**src/rtl/apb_demux_n.sv**
```systemverilog
// APB 1:N demultiplexer. It decodes one upstream APB request onto one of NUM_SLV downstream slaves.
// Define APB_DEMUX_TIMEOUT_EN to build the ACCESS-phase timeout; otherwise ACCESS waits indefinitely.
module apb_demux_n #(
  parameter int NUM_SLV  = 4,
  parameter int P_ADDR_W = 32,
  parameter int P_DATA_W = 32,
  // Slave 0 sits in the LSBs: slave0=0x1004_0000, slave1=0x1000_0000, slave2=0x1000_1000, slave3=0x1000_2000.
  parameter logic [NUM_SLV*P_ADDR_W-1:0] SLV_BASE =
    {32'h1000_2000, 32'h1000_1000, 32'h1000_0000, 32'h1004_0000},
  parameter logic [NUM_SLV*P_ADDR_W-1:0] SLV_MASK = {4{32'hFFFF_F000}},
  parameter int TIMEOUT_CYC = 1024
) (
  input  logic                         pclk,
  input  logic                         presetn,
  input  logic [P_ADDR_W-1:0]          paddr,
  input  logic                         psel,
  input  logic                         penable,
  input  logic                         pwrite,
  input  logic [P_DATA_W-1:0]          pwdata,
  input  logic [P_DATA_W/8-1:0]        pwstrb,
  output logic                         pready,
  output logic [P_DATA_W-1:0]          prdata,
  output logic                         pslverr,
  output logic [NUM_SLV-1:0]           psel_o,
  output logic [P_ADDR_W-1:0]          paddr_o,
  output logic                         penable_o,
  output logic                         pwrite_o,
  output logic [P_DATA_W-1:0]          pwdata_o,
  output logic [P_DATA_W/8-1:0]        pwstrb_o,
  input  logic [NUM_SLV-1:0]           pready_i,
  input  logic [NUM_SLV*P_DATA_W-1:0]  prdata_i,
  input  logic [NUM_SLV-1:0]           pslverr_i,
  output logic                         timeout_o
);

  localparam int P_STRB_W = P_DATA_W / 8;
  localparam int IDX_W    = (NUM_SLV > 1) ? $clog2(NUM_SLV) : 1;

  if (NUM_SLV < 1 || NUM_SLV > 8 || TIMEOUT_CYC < 2 || TIMEOUT_CYC > 65535) begin : g_bad_param
    $error("apb_demux_n: NUM_SLV or TIMEOUT_CYC out of range");
  end

  typedef enum logic [1:0] {S_IDLE, S_SETUP, S_ACCESS, S_RESP} state_t;

  state_t              r_state;
  state_t              w_state_nxt;
  logic [IDX_W-1:0]    r_idx;
  logic [IDX_W-1:0]    w_dec_idx;
  logic                w_dec_hit;
  logic                w_accept;
  logic [P_ADDR_W-1:0] r_paddr;
  logic                r_pwrite;
  logic [P_DATA_W-1:0] r_pwdata;
  logic [P_STRB_W-1:0] r_pwstrb;
  logic [P_DATA_W-1:0] r_prdata;
  logic                r_pslverr;
  logic                w_sel_ready;
  logic                w_sel_err;
  logic [P_DATA_W-1:0] w_sel_rdata;
  logic                w_tmo_hit;

  assign w_accept = psel && !penable;

  // NOTE: every variable written here gets a default first, so no path leaves it unassigned and no latch is inferred.
  always_comb begin
    w_dec_hit = 1'b0;
    w_dec_idx = '0;
    // Scan downward so that the lowest matching index is the one kept.
    for (int i = NUM_SLV - 1; i >= 0; i--) begin
      if ((paddr & SLV_MASK[i*P_ADDR_W +: P_ADDR_W]) == SLV_BASE[i*P_ADDR_W +: P_ADDR_W]) begin
        w_dec_hit = 1'b1;
        w_dec_idx = IDX_W'(i);
      end
    end
  end

  assign w_sel_ready = pready_i[r_idx];
  assign w_sel_err   = pslverr_i[r_idx];
  assign w_sel_rdata = prdata_i[r_idx*P_DATA_W +: P_DATA_W];

  // NOTE: sequential state uses non-blocking assignments, so every flop samples pre-edge values whatever the process order.
  always_ff @(posedge pclk or negedge presetn) begin
    if (!presetn) r_state <= S_IDLE;
    else          r_state <= w_state_nxt;
  end

  always_comb begin
    w_state_nxt = r_state;
    psel_o      = '0;
    penable_o   = 1'b0;
    pready      = 1'b0;
    prdata      = '0;
    pslverr     = 1'b0;
    case (r_state)
      S_IDLE:   if (w_accept) w_state_nxt = w_dec_hit ? S_SETUP : S_RESP;
      S_SETUP: begin
        psel_o[r_idx] = 1'b1;
        w_state_nxt   = S_ACCESS;
      end
      S_ACCESS: begin
        psel_o[r_idx] = 1'b1;
        penable_o     = 1'b1;
        if (w_sel_ready || w_tmo_hit) w_state_nxt = S_RESP;
      end
      S_RESP: begin
        pready      = 1'b1;
        prdata      = r_prdata;
        pslverr     = r_pslverr;
        w_state_nxt = S_IDLE;
      end
      default:  w_state_nxt = S_IDLE;
    endcase
  end

  always_ff @(posedge pclk or negedge presetn) begin
    if (!presetn) begin
      r_idx     <= '0;
      r_paddr   <= '0;
      r_pwrite  <= 1'b0;
      r_pwdata  <= '0;
      r_pwstrb  <= '0;
      r_prdata  <= '0;
      r_pslverr <= 1'b0;
    end else begin
      case (r_state)
        S_IDLE: begin
          if (w_accept && w_dec_hit) begin
            r_idx    <= w_dec_idx;
            r_paddr  <= paddr;
            r_pwrite <= pwrite;
            r_pwdata <= pwdata;
            r_pwstrb <= pwstrb;
          end else if (w_accept) begin
            r_prdata  <= '0;
            r_pslverr <= 1'b1;
          end
        end
        S_ACCESS: begin
          if (w_sel_ready) begin
            r_prdata  <= r_pwrite ? '0 : w_sel_rdata;
            r_pslverr <= w_sel_err;
          end else if (w_tmo_hit) begin
            r_prdata  <= '0;
            r_pslverr <= 1'b1;
          end
        end
        default: ;
      endcase
    end
  end

  assign paddr_o  = r_paddr;
  assign pwrite_o = r_pwrite;
  assign pwdata_o = r_pwdata;
  assign pwstrb_o = r_pwstrb;

`ifdef APB_DEMUX_TIMEOUT_EN
  logic [15:0] r_wait_cnt;
  logic        r_timeout;

  assign w_tmo_hit = (r_state == S_ACCESS) && !w_sel_ready &&
                     (r_wait_cnt == 16'(TIMEOUT_CYC - 1));

  always_ff @(posedge pclk or negedge presetn) begin
    if (!presetn) begin
      r_wait_cnt <= '0;
      r_timeout  <= 1'b0;
    end else begin
      r_timeout <= w_tmo_hit;
      if (r_state == S_IDLE && w_accept && w_dec_hit) r_wait_cnt <= '0;
      else if (r_state == S_ACCESS && !w_sel_ready)   r_wait_cnt <= r_wait_cnt + 16'd1;
    end
  end

  assign timeout_o = r_timeout;
`else
  assign w_tmo_hit = 1'b0;
  assign timeout_o = 1'b0;
`endif

endmodule

```
**config.mk**
```make
export PLATFORM = sky130hd
export DESIGN_NAME = apb_demux_n
export DESIGN_NICKNAME = d
export VERILOG_FILES = /design/src/rtl/apb_demux_n.sv
export SDC_FILE = /design/constraint.sdc
export NUM_CORES = 1
export LEC_CHECK = 0
export CAP_MARGIN = 20
export CORE_AREA = 2 2 123 125
export CTS_BUF_LIST = sky130_fd_sc_hd__clkbuf_4
export CTS_CLUSTER_SIZE = 30
export DETAILED_ROUTE_END_ITERATION = 16
export DIE_AREA = 0 0 125 127
export PLACE_DENSITY = 0.91
export SLEW_MARGIN = 20
export SYNTH_ARGS = -nofsm -noshare
export SYNTH_HDL_FRONTEND = slang
export SYNTH_SLANG_ARGS = --single-unit
```
**constraint.sdc**
```tcl
create_clock -name pclk -period 3.8 [get_ports pclk]
set_input_delay 0.57 -clock pclk [delete_from_list [all_inputs] [get_ports pclk]]
set_output_delay 0.57 -clock pclk [all_outputs]
set_load 0.05 [all_outputs]
```
==> results of run 1 <==
[cell usage after synthesis, types with 3 or more instances]
master | n | area (um^2)
buf_12 | 3 | 60.1
mux4_2 | 33 | 743
nor2b_1 | 18 | 113
mux2_1 | 8 | 90.1
nand2_1 | 35 | 131
mux2i_1 | 36 | 360
mux2_2 | 44 | 495
dfrtp_1 | 106 | 2650
nor2_1 | 6 | 22.5
clkbuf_1 | 9 | 33.8
ha_1 | 4 | 50.1
and2_1 | 34 | 213
buf_4 | 12 | 90.1
inv_1 | 36 | 135
[per-layer routing]
metal	track usage, %	wire length, um	vias up
li1	-	-	2051
met1	23.3	6140	2178
met2	37.3	8860	190
met3	4.06	921	30
met4	8.63	465	0
met5	0	0	-
[cell families after synthesis]
group,count (synthesis),share of synthesized area (%)
AND/OR/NAND/NOR,111,12.0
other,1,0.0680
flip-flops,106,48.1
adder cells (fa/ha/maj),4,0.907
AO/OA/AOI/OAI,11,1.81
buffers and inverters,64,6.24
multiplexers,122,30.9
[metrics by stage]
stage / cells / util (%)
floorplan: 419 / -
global placement: 897 / 60.7
detailed placement: 897 / 60.7
CTS: 913 / 61.7
global route: 914 / 61.8
finish: 914 / 61.8
[final timing paths]
| kind | cells past startpoint | slack, ns | endpoint |
|---|---|---|---|
| worst min-delay path | 1 | 0.13 | r_prdata[14] |
| max in group asynchronous | 2 | 2.87 | pwstrb_o[1] |
| worst min register to register | 1 | 0.51 | paddr_o[28] |
| worst max register to register | 5 | 1.23 | r_prdata[17] |
| worst max-delay path | 2 | 0.71 | psel_o[3] |
| min in group pclk | 1 | 0.51 | paddr_o[28] |
[final cells by class]
cell class / count / area, um^2
Inverter: 36 / 135
Tap cell: 184 / 230
Antenna cell: 1 / 2.50
Fill cell: 1119 / 5510
Sequential cell: 106 / 2660
Clock inverter: 7 / 75.1
Clock buffer: 9 / 67.6
Timing Repair Buffer: 322 / 3220
Multi-Input combinational cell: 249 / 2520
[worst max-delay path, stage by stage (launching register included)]
cell	delay, ns
dfrtp_2	0.97
and3_1	0.28
clkdlybuf4s50_1	0.80
[cells in the final DEF (no fill, tap or decap), drive strengths merged, types with 2 or more instances in the layout]
cell type / synthesis / final
clkdlybuf4s50: 0 / 315
dfrtp: 106 / 106
mux2: 53 / 53
inv: 36 / 39
mux2i: 36 / 36
nand2: 35 / 35
and2: 34 / 34
mux4: 33 / 33
nor2b: 18 / 18
clkbuf: 9 / 9
nor2: 7 / 7
buf: 19 / 7
ha: 4 / 4
and3b: 2 / 2
nand2b: 2 / 2
nand3: 2 / 2
o31ai: 2 / 2
or4: 2 / 2
o21a: 2 / 2
or2: 2 / 2
clkinv: 0 / 2
[flip-flops by register name, indices dropped and copies added, names as in the netlist]
| signal | flops |
|---|---|
| pwdata_o | 32 |
| r_pslverr | 1 |
| pwstrb_o | 4 |
| r_prdata | 32 |
| r_idx | 2 |
| paddr_o | 32 |
| pwrite_o | 1 |
| r_state | 2 |
[where the power goes]
group          leakage, nW  internal, mW  total (mW)  switching [mW]
combinational         2.27         0.717        1.65           0.936
sequential            1.45          1.30        1.39          0.0891
clock               0.0763         0.207       0.603           0.395
==> summary.txt, run 1 <==
Logic synthesis
  • Net count after synthesis: ~630
  • Syn_area_per_cell: 13.2 um^2
  • Cell area after synthesis: 5520 um^2
  • Ys async rst share: 100%
  • Synth Instances: between 400 and 500
  • Post-synthesis sequential area ratio: between 40 and 50%
  • Synth Flop Type: dfrtp_1
  • Post-synth EDFFs: 0
  • Yosys warnings: 0
  • Distinct cells, synth: between 40 and 50
  • Synthesis-stage register bit count: roughly 110

Timing
  • Fin. max-slew vios: 0
  • Setup Viol. Count Final: 0
  • Final WS setup: around 0.71 ns
  • Unrepaired setup endpoints after global routing: false
  • Fin crit share: 81.3%
  • Crit path time final: just over 3 ns
  • Fmax: about 320 MHz
  • Final hold violations: 0
  • Fin Setup TNS: 0 ns
  • Max-slew headroom: between 40 and 50%
  • Worst-Margin Slew: between 0.8 and 0.9 ns
  • WHS: roughly 0.13 ns
  • Setup Skew: approximately 0.015 ns

Die
  • Core Footprint: 14400 um^2
  • Total die area: roughly 16000 um^2
  • Row count: 44
  • Die W: around 130 um
  • Starting density of the core: 38.2%
  • I/O pins: between 300 and 400
  • Die Height: between 100 and 150 um

GRT
  • Global-route wire length before repair: about 25 mm
  • Total GRT Usage: 20.4%
  • Antenna violations before repair: 1
  • Vias in the first global route: approximately 4800
  • Largest net degree at the start of global routing: 86
  • GRT overflow: 0

Worst setup path
  • Crit. End Element: output port
  • Worst Setup SP: r_idx[1]
  • CP Class: reg -> out
  • Critical Path RT: about 3.2 ns
  • Crit start category: flip-flop
  • CP arrival: between 2 and 3 ns
  • Max FO, Critical Path: 40
  • Reg2reg start: r_idx[1]

Clocking
  • Post-CTS setup buffers: 0
  • H-tree depth: 3
  • Clock Latency Late Sink: between 0.4 and 0.5 ns
  • CTS tree: done
  • Hold_buf cts: 0
  • Worst-case clock buffer depth: 2
  • Clock transition at path regs: 0.17 ns
  • PostCTS Resize Cnt: 0
  • CTS sink count: 106
  • Clock root buffer master: clkbuf_4
  • Total CTS buffers: 9

Pwr
  • Pwr/cell area: just over 400 nW/um^2
  • Static leakage: approximately 3.8 nW
  • Pwr Total: 3.65 mW
  • Max VDD drop: approximately 0.43 mV

Placed design
  • RePlAce Congestion: around 0.83
  • Detailed placement HPWL: between 10 and 15 mm
  • Setup WS pre-CTS: 1.11 ns
  • # port buffers: about 320
  • Post-DP Area: 8760 um^2

Run
  • Number of max-cap violations: 0

Route
  • Detailed Route Iter0 Violations: 190
  • DR pass1 iterations: 4
  • Post-DR vias/cell: around 4.9
  • Vias: ~4400
  • Routed WL per cell: 17.9 um
  • ANT nets after route: 0
  • DRC viols: 0
  • WL final: approximately 16 mm

Final layout
  • Final Cell Area: 8910 um^2
  • Layout area overhead: 61.5%
  • Nets: approximately 940
  • Share of cells above drive strength 1: between 15 and 20%

Min path
  • Tightest Hold Check Type: in -> async

Outcome
  • Status: finished clean
Note: power is estimated with default switching activity, not from simulation.
==> inputs of run 2 (changes only) <==
Settings changed: CORE_AREA 2 2 123 125 to default, CORE_UTILIZATION from default to 36, DIE_AREA 0 0 125 127 to default.
Clock period 3.8 ns to 2.53 ns, I/O delays scaled along.
==> run 2 against run 1 <==
Via count rose by 0.47%; critical endpoint is now penable_o; non-clock buffer count increased by 5; die area fell by 0.33%; sequential power is 50% higher; core utilization grew 1.3 points; sequential share of layout area shrank 1.3 points; critical path type unchanged; clock-buffer cell count is the same; clock power increased by 49%; global-route usage up 0.47 points; sequential cell count stayed put; clock skew up 0.00078 ns.
==> summary.txt, run 2 (synthesis gave the netlist of run 1 again) <==
Clocking
  • CTS sink count: 106 (unchanged)
  • Worst-case clock buffer depth: 2 (unchanged)
  • H-tree depth: 3 (unchanged)
  • CTS tree: done (unchanged)
  • Post-CTS setup buffers: 0 (unchanged)
  • Clock Latency Late Sink: 0.48 ns (was 0.47 ns)
  • Clock root buffer master: clkbuf_4 (unchanged)
  • Total CTS buffers: 9 (unchanged)
  • Clock transition at path regs: 0.19 ns (was 0.17 ns)

Worst setup path
  • Reg2reg start: r_state[0] (was r_idx[1])
  • Worst R2R Setup Slack: 0.39 ns (was 1.23 ns)
  • Worst path bufs/invs: 2 (was 1)
  • Cell family with most CP delay: buffers and inverters (was flip-flops)
  • Worst path cell trace: inv_1 -> ha_1 -> dlygate4sd2_1 (was and3_1 -> clkdlybuf4s50_1)
  • Critical path's slowest cell: dlygate4sd2_1 (was dfrtp_2)
  • CP Class: reg -> out (unchanged)
  • Worst reg2reg endpoint: pwdata_o[18] (was r_prdata[17])
  • Crit. End Element: output port (unchanged)
  • Crit start category: flip-flop (unchanged)
  • CP arrival: 1.90 ns (was 2.52 ns)
  • Max FO, Critical Path: 7 (was 40)
  • Cells on worst reg2reg path: 7 (was 5)
  • Critical Path RT: 2.15 ns (was 3.23 ns)
  • Worst path max stage delay: 0.58 ns (was 0.97 ns)

Final layout
  • Commonest non-fill, non-tap cell in the layout: clkdlybuf4s50_1 (unchanged)
  • Fill cells: 1087 (was 1119)
  • Share of cells above drive strength 1: 21.0% (was 15.2%)
  • Most frequent cells in the layout: clkdlybuf4s50_1 (276), dfrtp_1 (104), mux2_2 (44) (was clkdlybuf4s50_1 (315), dfrtp_1 (104), mux2_2 (44))
  • Nets: 942 (was 937)
  • Final Cell Area: 9310 um^2 (was 8910 um^2)
  • Layout area overhead: 68.8% (was 61.5%)

Placed design
  • # port buffers: 316 (unchanged)
  • Detailed placement HPWL: 12.4 mm (was 12.9 mm)
  • RePlAce Congestion: 0.729 (was 0.828)
  • Post-DP Area: 9150 um^2 (was 8760 um^2)

Route
  • ANT nets after route: 0 (unchanged)
  • Detailed Route Iter0 Violations: 195 (was 190)
  • DRC viols: 0 (unchanged)
  • Routed WL per cell: 17.2 um (was 17.9 um)
  • WL final: 15.8 mm (was 16.4 mm)
  • DR pass1 iterations: 4 (unchanged)
  • Vias: 4470 (was 4449)
  • Post-DR vias/cell: 4.86 (was 4.87)

Pwr
  • Max VDD drop: 0.607 mV (was 0.429 mV)
  • Pwr/cell area: 631 nW/um^2 (was 410 nW/um^2)
  • Static leakage: 4.00 nW (was 3.79 nW)

Run
  • Number of max-cap violations: 0 (unchanged)

GRT
  • Vias in the first global route: 4819 (was 4752)
  • Total GRT Usage: 20.9% (was 20.4%)
  • Antenna violations before repair: 1 (unchanged)
  • Largest net degree at the start of global routing: 47 (was 86)
  • GRT overflow: 0 (unchanged)
  • Global-route wire length before repair: 25.4 mm (was 25.3 mm)

Timing
  • Max-slew headroom: 62.9% (was 40.4%)
  • Final hold violations: 0 (unchanged)
  • Fmax: 438 MHz
  • Fin Setup TNS: 0 ns (unchanged)
  • Crit path time final: about 2.3 ns
  • Setup Viol. Count Final: 0 (unchanged)
  • Fin crit share: between 90 and 100%
  • Fin. max-slew vios: 0 (unchanged)
  • Unrepaired setup endpoints after global routing: false (unchanged)
  • Setup Skew: 0.0155 ns (was 0.0147 ns)
  • Worst-Margin Slew: 0.554 ns (was 0.893 ns)

Min path
  • Tightest Hold Check Type: in -> async (unchanged)

Outcome
  • Status: finished clean (unchanged)

Die
  • Starting density of the core: 37.4% (was 38.2%)
  • Die W: 126 um (was 125 um)
  • I/O pins: 318 (unchanged)
  • Core Footprint: 14800 um^2 (was 14400 um^2)
  • Die Height: 126 um (was 127 um)
  • Row count: 44 (unchanged)
  • Total die area: 15800 um^2 (was 15900 um^2)
[run 2: cell count changes in the layout (fill, tap and decap cells not counted)]
cell             delta
buf_12             +36
buf_4               +6
bufinv_16           -1
clkdlybuf4s50_1    -39
clkinv_1            -1
clkinv_2            -1
clkinv_8            +2
dlygate4sd2_1       +1
dlygate4sd3_1       +1
inv_8               +1
[run 2: final cells by class]
type                       instances  area [um^2]  area share (%)
tap                              184          230            2.47
multi-input combinational        249         2520            27.1
sequential                       106         2660            28.5
antenna                            1         2.50          0.0269
clock buffer                       9         67.6           0.726
clock inverter                     7         80.1           0.860
inverter                          36          135            1.45
timing repair buffer             327         3620            38.8
[run 2: layer usage]
layer / routed length, um / track usage [%] / up-vias
li1: - / - / 2070
met1: 5780 / 21.7 / 2182
met2: 8550 / 39.6 / 188
met3: 1040 / 5.40 / 30
met4: 422 / 8.43 / 0
met5: 0 / 0 / -
[run 2: how the worst max path moves through the flow]
stage	startpoint	endpoint	slack (ns)	cells past startpoint
6_report	r_state[0]	penable_o	0.25	3
5_1_grt	r_idx[0]	psel_o[1]	0.12	3
4_1_cts	r_idx[0]	psel_o[1]	0.04	3
3_5_place_dp	paddr[22]	pwdata_o[18]	0.20	6
3_3_place_gp	paddr[22]	pwdata_o[23]	0.25	6
2_1_floorplan	r_idx[0]	psel_o[0]	0.15	4
[run 2: worst reg2reg max path, stage by stage (launching register included)]
cell and delay [ns]:
dfrtp_1 0.43, inv_1 0.12, ha_1 0.23, and3b_1 0.27
nand4_4 0.18, nor2_4 0.18, buf_12 0.24, mux2_2 0.40
[run 2: repair_timing]
| item | CTS | global route |
|---|---|---|
| hold buffers | 1 | 0 |
| hold endpoints to repair | 32 | 0 |
| gates resized for setup | 1 | 1 |
| endpoints found under the setup margin | 1 | 2 |
[run 2: report_power, final]
part | leakage [nW] | internal, mW | total [mW] | switching (mW)
combinational | 2.47 | 1.37 | 2.88 | 1.51
sequential | 1.45 | 1.96 | 2.09 | 0.132
clock | 0.0765 | 0.239 | 0.899 | 0.660
[run 2: per-stage QoR]
stage / cells / utilization, % / setup WS (ns) / hold WS (ns) / power, mW
finish: 919 / 63.1 / 0.248 / 0.336 / 5.87
global route: 919 / 63.1 / 0.115 / 0.303 / 6.20
CTS: 918 / 63.1 / 0.0398 / 0.308 / 5.95
detailed placement: 901 / 62.0 / 0.196 / 0.363 / 5.05
global placement: 901 / 62.0 / 0.248 / 0.354 / 4.97
floorplan: 419 / - / 0.147 / 0.0839 / 3.81
==> inputs of run 3 (changes only) <==
Settings changed: CORE_AREA from default to 2 2 124 126, CORE_UTILIZATION 36 to default, DIE_AREA from default to 0 0 126 128, PLACE_DENSITY 0.91 to 0.9.
Clock period 2.53 ns to 2.1 ns, I/O delays scaled along.
==> run 3 against run 2 <==
Setup slack got worse by 0.20 ns; first-iteration DRC count down 42%; critical path depth is 2 higher; clock skew fell by 0.0063 ns; final cell count rose by 1.7%; routed wire length rose by 6.9%; sequential cell count unchanged; register-to-register slack got worse by 0.29 ns; sequential power increased by 21%; critical endpoint is now prdata[19].
==> summary.txt, run 3 (synthesis gave the netlist of run 1 again) <==
Timing
  • Fin. max-slew vios: 0 (unchanged)
  • Fin Setup TNS: 0 ns (unchanged)
  • Final hold violations: 0 (unchanged)
  • Fmax: a little under 500 MHz
  • Setup Viol. Count Final: 0 (unchanged)
  • Crit path time final: about 2 ns
  • Worst-Margin Slew: 0.556 ns (was 0.554 ns)
  • Unrepaired setup endpoints after global routing: true (was false)
  • Setup Skew: 0.00920 ns (was 0.0155 ns)
  • Fin crit share: ~98%
  • Max-slew headroom: 62.8% (was 62.9%)

Clocking
  • CTS tree: done (unchanged)
  • CTS sink count: 106 (unchanged)
  • Total CTS buffers: 9 (unchanged)
  • H-tree depth: 3 (unchanged)
  • Clock Latency Late Sink: 0.49 ns (was 0.48 ns)
  • Clock transition at path regs: 0.18 ns (was 0.19 ns)
  • Clock root buffer master: clkbuf_4 (unchanged)
  • Worst-case clock buffer depth: 2 (unchanged)

Placed design
  • # port buffers: 316 (unchanged)
  • Detailed placement HPWL: 13.4 mm (was 12.4 mm)
  • Post-DP Area: 9280 um^2 (was 9150 um^2)
  • RePlAce Congestion: 0.753 (was 0.729)

Route
  • Vias: 4564 (was 4470)
  • ANT nets after route: 0 (unchanged)
  • Detailed Route Iter0 Violations: 114 (was 195)
  • Routed WL per cell: 18.1 um (was 17.2 um)
  • DR pass1 iterations: 6 (was 4)
  • DRC viols: 0 (unchanged)
  • Post-DR vias/cell: 4.88 (was 4.86)
  • WL final: 16.9 mm (was 15.8 mm)

Worst setup path
  • Crit start category: flip-flop (unchanged)
  • Cells on worst reg2reg path: 7 (unchanged)
  • Worst reg2reg endpoint: paddr_o[1] (was pwdata_o[18])
  • Worst Setup SP: r_state[0] (unchanged)
  • Reg2reg start: r_state[1] (was r_state[0])
  • CP Class: reg -> out (unchanged)
  • Crit. End Element: output port (unchanged)
  • Max FO, Critical Path: 32 (was 7)
  • Critical Path RT: 1.78 ns (was 2.15 ns)
  • Worst R2R Setup Slack: 0.10 ns (was 0.39 ns)
  • CP arrival: 1.74 ns (was 1.90 ns)

Pwr
  • Pwr/cell area: 791 nW/um^2 (was 631 nW/um^2)
  • Comb power frac: 51.6% (was 49.1%)
  • Static leakage: 4.23 nW (was 4.00 nW)
  • Max VDD drop: 0.742 mV (was 0.607 mV)
  • Power Internal: 4.72 mW (was 3.57 mW)
  • Clock power frac: 15.0% (was 15.3%)
  • Sw frac: 37.6% (was 39.2%)
  • NetSw: 2.85 mW (was 2.30 mW)
  • Seq pwr share: 33.4% (was 35.6%)

Final layout
  • Commonest non-fill, non-tap cell in the layout: clkdlybuf4s50_1 (unchanged)
  • Nets: 954 (was 942)
  • Final Cell Area: 9570 um^2 (was 9310 um^2)
  • Layout area overhead: 73.5% (was 68.8%)
  • Share of cells above drive strength 1: 23.5% (was 21.0%)
  • Most frequent cells in the layout: clkdlybuf4s50_1 (268), dfrtp_1 (103), mux2_2 (44) (was clkdlybuf4s50_1 (276), dfrtp_1 (104), mux2_2 (44))
  • Fill cells: 1130 (was 1087)

Die
  • Core Footprint: 14900 um^2 (was 14800 um^2)
  • Die W: 126 um (about the same)
  • Row count: 45 (was 44)
  • Die Height: 128 um (was 126 um)
  • Total die area: 16100 um^2 (was 15800 um^2)
  • Starting density of the core: 37.1% (was 37.4%)
  • I/O pins: 318 (unchanged)

Min path
  • Tightest Hold Check Type: in -> async (unchanged)

Run
  • Number of max-cap violations: 0 (unchanged)

Outcome
  • Status: finished clean (unchanged)

GRT
  • Vias in the first global route: 4939 (was 4819)
  • Global-route wire length before repair: 26.3 mm (was 25.4 mm)
  • Antenna violations before repair: 2 (was 1)
  • GRT overflow: 0 (unchanged)
  • Largest net degree at the start of global routing: 50 (was 47)
  • Total GRT Usage: 21.0% (was 20.9%)
[run 3: worst max-delay path by stage]
stage	to	slack, ns	depth (start not counted)
after global placement	pwdata_o[26]	-0.09	6
after floorplan	r_pslverr	0.02	7
after CTS	prdata[20]	-0.02	4
final	prdata[19]	0.05	5
after detailed placement	paddr_o[1]	-0.14	6
after global routing	prdata[25]	-0.03	5
[run 3: routing by layer]
layer,track usage [%],wire (um),vias to the layer above,share of wire [%]
li1,-,-,2084,-
met1,23.9,6230,2247,37
met2,37.4,9050,195,54
met3,4.80,1050,36,6.2
met4,10.0,548,2,3.2
met5,0,13,-,0.077
[run 3: metrics by stage]
step	setup slack [ns]	power (mW)	hold WS (ns)	utilization (%)	cells
5_1_grt	-0.0316	7.97	0.346	64.4	935
4_1_cts	-0.0184	7.47	0.306	63.7	930
6_report	0.0482	7.57	0.328	64.4	935
3_5_place_dp	-0.140	6.26	0.336	62.4	913
3_3_place_gp	-0.0852	6.16	0.327	62.4	913
2_1_floorplan	0.0226	4.60	0.0194	-	419
[run 3: critical path, stage by stage (launching register included)]
cell and delay [ns]:
dfrtp_1 0.42, buf_4 0.14, ha_4 0.18, buf_12 0.16, and2_1 0.18, buf_12 0.16
[run 3: cell type report]
| class | instances | area (um^2) | area share (%) |
|---|---|---|---|
| timing repair buffer | 339 | 3810 | 39.8 |
| sequential | 106 | 2660 | 27.8 |
| multi-input combinational | 249 | 2580 | 27.0 |
| tap | 188 | 235 | 2.46 |
| inverter | 36 | 135 | 1.41 |
| clock inverter | 7 | 82.6 | 0.863 |
| clock buffer | 9 | 67.6 | 0.706 |
| antenna | 1 | 2.50 | 0.0261 |
[run 3: power by group through the flow]
| stage | Sequential [mW] | Combinational [mW] | Clock (mW) |
|---|---|---|---|
| final | 2.53 | 3.90 | 1.13 |
| after global routing | 2.57 | 4.15 | 1.25 |
| after CTS | 2.52 | 3.77 | 1.18 |
| after detailed placement | 2.56 | 3.70 | 0 |
| after global placement | 2.53 | 3.62 | 0 |
| after floorplan | 2.50 | 2.10 | 0 |
[run 3: repair_timing]
action                                  CTS  global route
hold buffers                              1             0
resized for setup                         7            16
buffers inserted                          0             3
endpoints found under the hold margin   106             0
endpoints found under the setup margin   36           106
pin swaps                                 0             3
gates cloned                              0             1
